File: src/rtl/multiplier_32b_rr_sched.sv
// Round-robin front end for one shared, pipelined 32x32 multiplier.
// A {valid, id} tag rides alongside the external multiplier so each product returns to its requester.
module multiplier_32b_rr_sched #(
   parameter int NREQ    = 4,
   parameter int PPCYCLE = 1,
   localparam int IDW    = $clog2(NREQ)
) (
   input  logic                 iClk,
   input  logic                 iRstN,
   input  logic [NREQ-1:0]      iReqValid,
   input  logic [NREQ*32-1:0]   iReqData0,
   input  logic [NREQ*32-1:0]   iReqData1,
   output logic [NREQ-1:0]      oReqReady,
   input  logic                 iFlush,
   output logic                 oMulEn,
   output logic                 oMulClr,
   output logic [31:0]          oMulData0,
   output logic [31:0]          oMulData1,
   input  logic [63:0]          iMulData,
   output logic                 oRspValid,
   output logic [IDW-1:0]       oRspId,
   output logic [63:0]          oRspData
);

   logic [IDW-1:0]     ptr_q, ptr_d;
   logic [PPCYCLE-1:0] tag_vld_q, tag_vld_d;
   logic [IDW-1:0]     tag_id_q [PPCYCLE];
   logic [IDW-1:0]     tag_id_d [PPCYCLE];
   logic               grant;
   logic [IDW-1:0]     gnt_id;
   logic [IDW-1:0]     scan_idx;

   // Scan starts one above the last grant; NREQ is a power of two so the add wraps on its own.
   always_comb begin
      grant    = 1'b0;
      gnt_id   = '0;
      scan_idx = '0;
      for (int off = 1; off <= NREQ; off++) begin
         scan_idx = ptr_q + IDW'(off);
         if (!grant && iReqValid[scan_idx]) begin
            grant  = 1'b1;
            gnt_id = scan_idx;
         end
      end
      if (!iRstN || iFlush) begin
         grant  = 1'b0;
         gnt_id = '0;
      end
   end

   always_comb begin
      oReqReady = grant ? (NREQ'(1) << gnt_id) : '0;
      oMulData0 = grant ? iReqData0[32*gnt_id +: 32] : 32'd0;
      oMulData1 = grant ? iReqData1[32*gnt_id +: 32] : 32'd0;
      oMulEn    = iRstN && (grant || (|tag_vld_q));
      oMulClr   = !iRstN || iFlush;
      oRspValid = iRstN && tag_vld_q[PPCYCLE-1];
      oRspId    = oRspValid ? tag_id_q[PPCYCLE-1] : '0;
      oRspData  = oRspValid ? iMulData : 64'd0;
   end

   // Tags only move when the multiplier moves, keeping them aligned with iMulData.
   always_comb begin
      ptr_d     = grant ? gnt_id : ptr_q;
      tag_vld_d = tag_vld_q;
      tag_id_d  = tag_id_q;
      if (oMulEn) begin
         tag_vld_d[0] = grant;
         tag_id_d[0]  = gnt_id;
         for (int s = 1; s < PPCYCLE; s++) begin
            tag_vld_d[s] = tag_vld_q[s-1];
            tag_id_d[s]  = tag_id_q[s-1];
         end
      end
      if (iFlush) tag_vld_d = '0;
   end

   always_ff @(posedge iClk) begin
      if (!iRstN) begin
         ptr_q     <= IDW'(NREQ-1);
         tag_vld_q <= '0;
      end else begin
         ptr_q     <= ptr_d;
         tag_vld_q <= tag_vld_d;
      end
   end

   always_ff @(posedge iClk) begin
      tag_id_q <= tag_id_d;
   end

endmodule
File: config.mk
export PLATFORM = sky130hd
export DESIGN_NAME = multiplier_32b_rr_sched
export DESIGN_NICKNAME = d
export VERILOG_FILES = /design/src/rtl/multiplier_32b_rr_sched.sv
export SDC_FILE = /design/constraint.sdc
export NUM_CORES = 1
export LEC_CHECK = 0
export ABC_CLOCK_PERIOD_IN_PS = 2100
export CAP_MARGIN = 20
export CORE_AREA = 2 2 181 183
export CTS_BUF_LIST = sky130_fd_sc_hd__clkbuf_4 sky130_fd_sc_hd__clkbuf_8
export DETAILED_ROUTE_END_ITERATION = 8
export DIE_AREA = 0 0 183 185
export SLEW_MARGIN = 25
export SYNTH_ARGS = -nofsm -noshare
export SYNTH_HDL_FRONTEND = slang
export SYNTH_SLANG_ARGS = --single-unit
export TNS_END_PERCENT = 100
File: constraint.sdc
create_clock -name iClk -period 2.1 [get_ports iClk]
set_input_delay 0.21 -clock iClk [delete_from_list [all_inputs] [get_ports iClk]]
set_output_delay 0.21 -clock iClk [all_outputs]
set_load 0.05 [all_outputs]
# After elaboration in Yosys (flattened, before gate mapping)
# Index checks and enable logic that the tools add are counted.
[word_totals]
word_cells = 49
output_inout_bits = 137
register_bits = 5
input_bits = 327
[op_classes]
bitwise = 1
order_cmp = 4
shift = 3
add_sub_neg = 3
muxes = 23
n_reduce_logical = 12
[ops]
columns = ["op", "n"]
rows = [
  ["$shiftx 128x8->32", 2],
  ["$mux 32", 2],
  ["$mux 64", 1],
  ["$lt 2x3->1 const B", 4],
  ["$mux 2", 6],
  ["$mux 1", 9],
  ["$bmux 1 s2", 4],
  ["$logic_and 1x1->1", 5],
  ["$add 2x2->2 const B", 2],
  ["$logic_not 1->1", 4],
  ["$mux 4", 1],
  ["$shl 1x2->4 const A", 1],
  ["$add 2x1->2 const B", 1],
  ["$logic_or 1x1->1", 2],
  ["$reduce_or 2->1", 1],
  ["$not 1->1", 1],
]

# Longest topological paths before layout
[depth]
depth_word = 16
ltp_mapped = 8
depth_no_buf = 6

# Least setup slack after synthesis
# No wires, ideal clock.
[synth_path]
path_type = "reg2out"
startpoint = "register ptr_q[1]"
endpoint = "output port oReqReady[0]"
setup_slack_ns = -0.301
required_ns = 1.890
arrival_ns = 2.191
n_path_buf = 3
stages_incl_launch_ff = 8
cell_sequence = "dfxtp_1 -> mux2i_1 -> o22a_1 -> o21ai_2 -> buf_6 -> buf_12 -> buf_8 -> a2111oi_2"
[synth_between]
elab_chain_cells = 16
word_cells_on_any_way = 29
classes_between = "add/sub: 3; shift: 1; mux: 19; reduce/logical: 6"
[synth_lines]
columns = ["element", "line_no", "rtl"]
rows = [
  ["start: declaration", "25", "logic [IDW-1:0] ptr_q, ptr_d;"],
  ["start signal: assignment", "80", "ptr_q <= IDW'(NREQ-1);"],
  ["start signal: assignment", "83", "ptr_q <= ptr_d;"],
  ["$add 2x1->2", "39", "scan_idx = ptr_q + IDW'(off);"],
  ["$bmux 1 s2", "40", "if (!grant && iReqValid[scan_idx]) begin"],
  ["$mux 1 (not written as such)", "40", ""],
  ["$mux 1", "40", ""],
  ["$logic_not 1->1", "40", ""],
  ["$logic_and 1x1->1", "40", ""],
  ["$mux 1", "40", ""],
  ["$logic_not 1->1", "40", ""],
  ["$logic_and 1x1->1", "40", ""],
  ["$mux 1", "40", ""],
  ["$logic_not 1->1", "40", ""],
  ["$logic_and 1x1->1", "40", ""],
  ["$mux 2", "40", ""],
  ["$mux 2", "45", "if (!iRstN || iFlush) begin"],
  ["$shl 1x2->4", "52", "oReqReady = grant ? (NREQ'(1) << gnt_id) : '0;"],
  ["$mux 4 (*)", "52", ""],
  ["end: declaration", "13", "output logic [NREQ-1:0] oReqReady,"],
]
# Mark *: on every way between the ends. The rest lies on a longest branch, timed or not. The select of a mux whose other input is x is not followed.

# Final worst setup path
[layout_path]
startpoint = "register ptr_q[1]"
endpoint = "output port oMulData1[6]"
[layout_between]
elab_chain_cells = 16
word_cells_on_any_way = 29
classes_between = "add/sub: 3; shift: 1; mux: 19; reduce/logical: 6"
[layout_lines]
columns = ["element", "line_no", "rtl"]
rows = [
  ["$add 2x1->2", "39", ""],
  ["$bmux 1 s2", "40", ""],
  ["$mux 1 (not written as such)", "40", ""],
  ["$mux 1", "40", ""],
  ["$logic_not 1->1", "40", ""],
  ["$logic_and 1x1->1", "40", ""],
  ["$mux 1", "40", ""],
  ["$logic_not 1->1", "40", ""],
  ["$logic_and 1x1->1", "40", ""],
  ["$mux 1", "40", ""],
  ["$logic_not 1->1", "40", ""],
  ["$logic_and 1x1->1", "40", ""],
  ["$mux 2", "40", ""],
  ["$mux 2", "45", ""],
  ["$shiftx 128x8->32", "54", "oMulData1 = grant ? iReqData1[32*gnt_id +: 32] : 32'd0;"],
  ["$mux 32 (*)", "54", ""],
  ["end: declaration", "18", "output logic [31:0] oMulData1,"],
]
# Marked as above.

==> results.yml <==
setup_path:
  path_cells: "buf_6 > o22a_1 > o21ai_4 > buf_6 > buf_12 > buf_12 > mux2i_1 > o22ai_2 > buf_12"
  crit_family: "buffers and inverters"
  r2r_cells: 9
  crit_path_frequent_cell: "buf_12"
  cpPeakStageDelay_ps: 350
  crit_path_end_kind: "primary output"
  path_class: "flip-flop to primary output"
  crit_slowest_cell: "dfxtp_4"
  crit_required_ps: 1890
  path_buf_inv: 5
  r2r_end: "tag_id_q[1]$_DFFE_PP_"
  worst-r2r-setup-slack_ps: 370
  startpoint_type: "flip-flop"
  worstPathArrival_ps: 2080
  r2r-start: "ptr_q[1]$_SDFFE_PN1P_"
  worstPathMaxFanout: 7
sta:
  finClkSkew_ps: 0.725
  slew-limit-headroom: 0.665
  whs_ps: 573
  setup_ws_ps: -194
  worst_slew_pin_slew_ps: 503
  finalCritPeriodShare: 1.09
  fmax_ghz: 0.436
  rsz0062_at_grt: "true"
  finalSetupViolations: 65
  min_period_ps: 2290
  hold_viol: 0
  drv_slew: 0
  setup_tns_ps: -8500
clock_network:
  ctsHoldBuffers: 0
  clockBufferDepth: 2
  numClockSinks: 5
  cts_tree: "yes"
  clock_latency_ps: 220
  root_buffer: "clkbuf_8"
  cts_htree_levels: 1
  clkTransAtPathRegs_ps: 40
  cts_buffers: 3
drt:
  wl_per_cell_um: 18.7
  totalWireLength_um: 23300
  vias: 4910
  first_pass_iters: 4
  drc_errors: 0
  ant_nets: 0
  viasPerCell: 3.93
  drtIter0Drc: 106
global_routing:
  antenna_found_initial: 1
  gr-total-overflow: 0
  grt_pass1_wl_um: 31500
  grt_max_degree: 70
  grt_usage: 0.124
  grt_pass1_vias: 5139
pwr:
  power.density_mw_per_mm2: 353
  leakagePower_uw: 0.00441
  p_switching_uw: 1610
  p_comb_frac: 0.919
  power_frac_clock: 0.050
  p_int_uw: 2210
  switching_share: 0.421
  pwr-share-seq: 0.031
  peakVddDrop_mv: 0.173
final_layout:
  finalInstanceArea_mm2: 0.0108
  fin_nets: 1169
  final_layout_size_suffix_gt1_frac: 0.416
  diodes: 0
  area_delta_synth_final_pct: 284
hold_path:
  min_path_type: "flip-flop to flip-flop"
  hold_depth: 2
  hold_start: "ptr_q[0]$_SDFFE_PN1P_"
  holdPathEnd: "ptr_q[0]$_SDFFE_PN1P_"
synth:
  synth_mux_area_frac: 0.459
  syn_avg_cell_area_um2: 8.37
  synthAdderAreaFrac: 0
  ys_seq_area_frac: 0.0427
  syn_nets: 663
  synth_xor_area_frac: 0
  syn_area_mm2: 0.00281
  yosys_warnings: 0
  synth_simple_gate_area_frac: 0.187
  yosys.cell_types.count: 34
  synth_compound_area_frac: 0.191
  synthCells: 336
  synth_seq_cells: 5
  synth_top_family_by_area: "multiplexers"
placement:
  io_buffer_count: 463
  place_hpwl_um: 18300
  placed_area_mm2: 0.00961
  place_congestion: 0.789
die:
  io_pins: 464
  rows: 66
  dieArea_mm2: 0.0339
  start_util: 0.0878
  die_w_um: 183
  die_y_um: 185
  core_area_mm2: 0.0320
run_status:
  violations: "setup timing"
  status: "finished with violations"
flow_run:
  drv_cap: 0
[through the flow]
step           total power, uW  std cells   util  setup slack, ps
5_1_grt                   3970       1249  0.337             -267
6_report                  3820       1249  0.337             -194
4_1_cts                   3780       1248  0.333             -226
3_5_place_dp              3060       1220  0.300             -381
3_3_place_gp              3040       1220  0.300             -361
2_1_floorplan             1490        336      -             -266
[repair_timing]
item	CTS	global route
pin swaps	19	5
buffers inserted	17	1
cloned	9	4
setup endpoints to repair	68	68
gates resized for setup	128	29
hold endpoints to repair	0	0
[cell families (layout without fill, tap and decap cells)]
| logic type | after synthesis | count (layout) |
|---|---|---|
| AOI/OAI and AO/OA | 73 | 73 |
| buffers and inverters | 44 | 549 |
| DFF | 5 | 5 |
| muxes | 129 | 129 |
| and+or+nand+nor | 85 | 85 |
[sequential cells by signal, summed over array words and instances (netlist names)]
name	count
ptr_q	2
tag_id_q	2
tag_vld_q	1
[layer usage]
layer	part of all wire	vias up	track usage
met1	0.37	2290	0.138
met3	0.071	15	0.0258
met2	0.55	270	0.242
met5	0	-	0
met4	0.015	0	0.0218
li1	-	2335	-
[worst max path at each step]
stage / to / startpoint / cells past startpoint / slack [ps]
after floorplan: oMulData1[13] / iFlush / 5 / -270
after global placement: oMulData1[6] / iReqValid[3] / 9 / -360
after detailed placement: oMulData1[10] / iReqValid[3] / 9 / -380
after CTS: oMulData1[30] / ptr_q[1]$_SDFFE_PN1P_ / 10 / -230
after global routing: oMulData1[6] / ptr_q[1]$_SDFFE_PN1P_ / 9 / -270
final: oMulData1[6] / ptr_q[1]$_SDFFE_PN1P_ / 9 / -190
[synth_stat cells, drive strengths merged]
master | number | share of area
and3 | 67 | 0.15
inv | 2 | 0.0027
or2 | 1 | 0.0022
nand2b | 4 | 0.0089
o21bai | 1 | 0.0027
nor2b | 2 | 0.0044
and2b | 1 | 0.0027
a21oi | 1 | 0.0031
a2111oi | 1 | 0.0053
o21ai | 2 | 0.0049
edfxtp | 2 | 0.021
dfxtp | 3 | 0.021
clkbuf | 24 | 0.040
or3 | 1 | 0.0022
a211oi | 1 | 0.0027
nor2 | 3 | 0.0049
o22a | 1 | 0.0031
and2 | 2 | 0.0044
nor3 | 1 | 0.0036
nand2 | 3 | 0.0049
o22ai | 65 | 0.17
buf | 18 | 0.077
a21boi | 1 | 0.0027
mux2i | 129 | 0.46
[power groups by stage]
stage          sequential, uW  combinational (uW)  clock, uW
2_1_floorplan             118                1370          0
4_1_cts                   119                3470        196
6_report                  120                3510        190
3_5_place_dp              121                2940          0
5_1_grt                   121                3650        208
3_3_place_gp              121                2920          0
[tightest hold or removal path, stage by stage (launching register included)]
cell and delay, ps:
dfxtp_1 340, nor2b_1 120, o21bai_1 60
[cell usage in the layout, fill, tap and decap left out, drive strengths merged, types with 3 or more instances in the layout]
| cell | count |
|---|---|
| dlygate4sd2 | 3 |
| clkdlybuf4s50 | 321 |
| nand2b | 4 |
| mux2i | 129 |
| nor2 | 3 |
| buf | 212 |
| nand2 | 3 |
| and3 | 67 |
| dfxtp | 3 |
| clkbuf | 8 |
| o22ai | 65 |
[area by class of cell]
class / instances / area [um2]
clock buffer: 4 / 48.8
fill: 3166 / 21200
inverter: 2 / 7.51
multi-input combinational: 287 / 3080
sequential: 5 / 124
tap: 408 / 510
timing repair buffer: 543 / 7030
(Power assumes the default switching activity.)
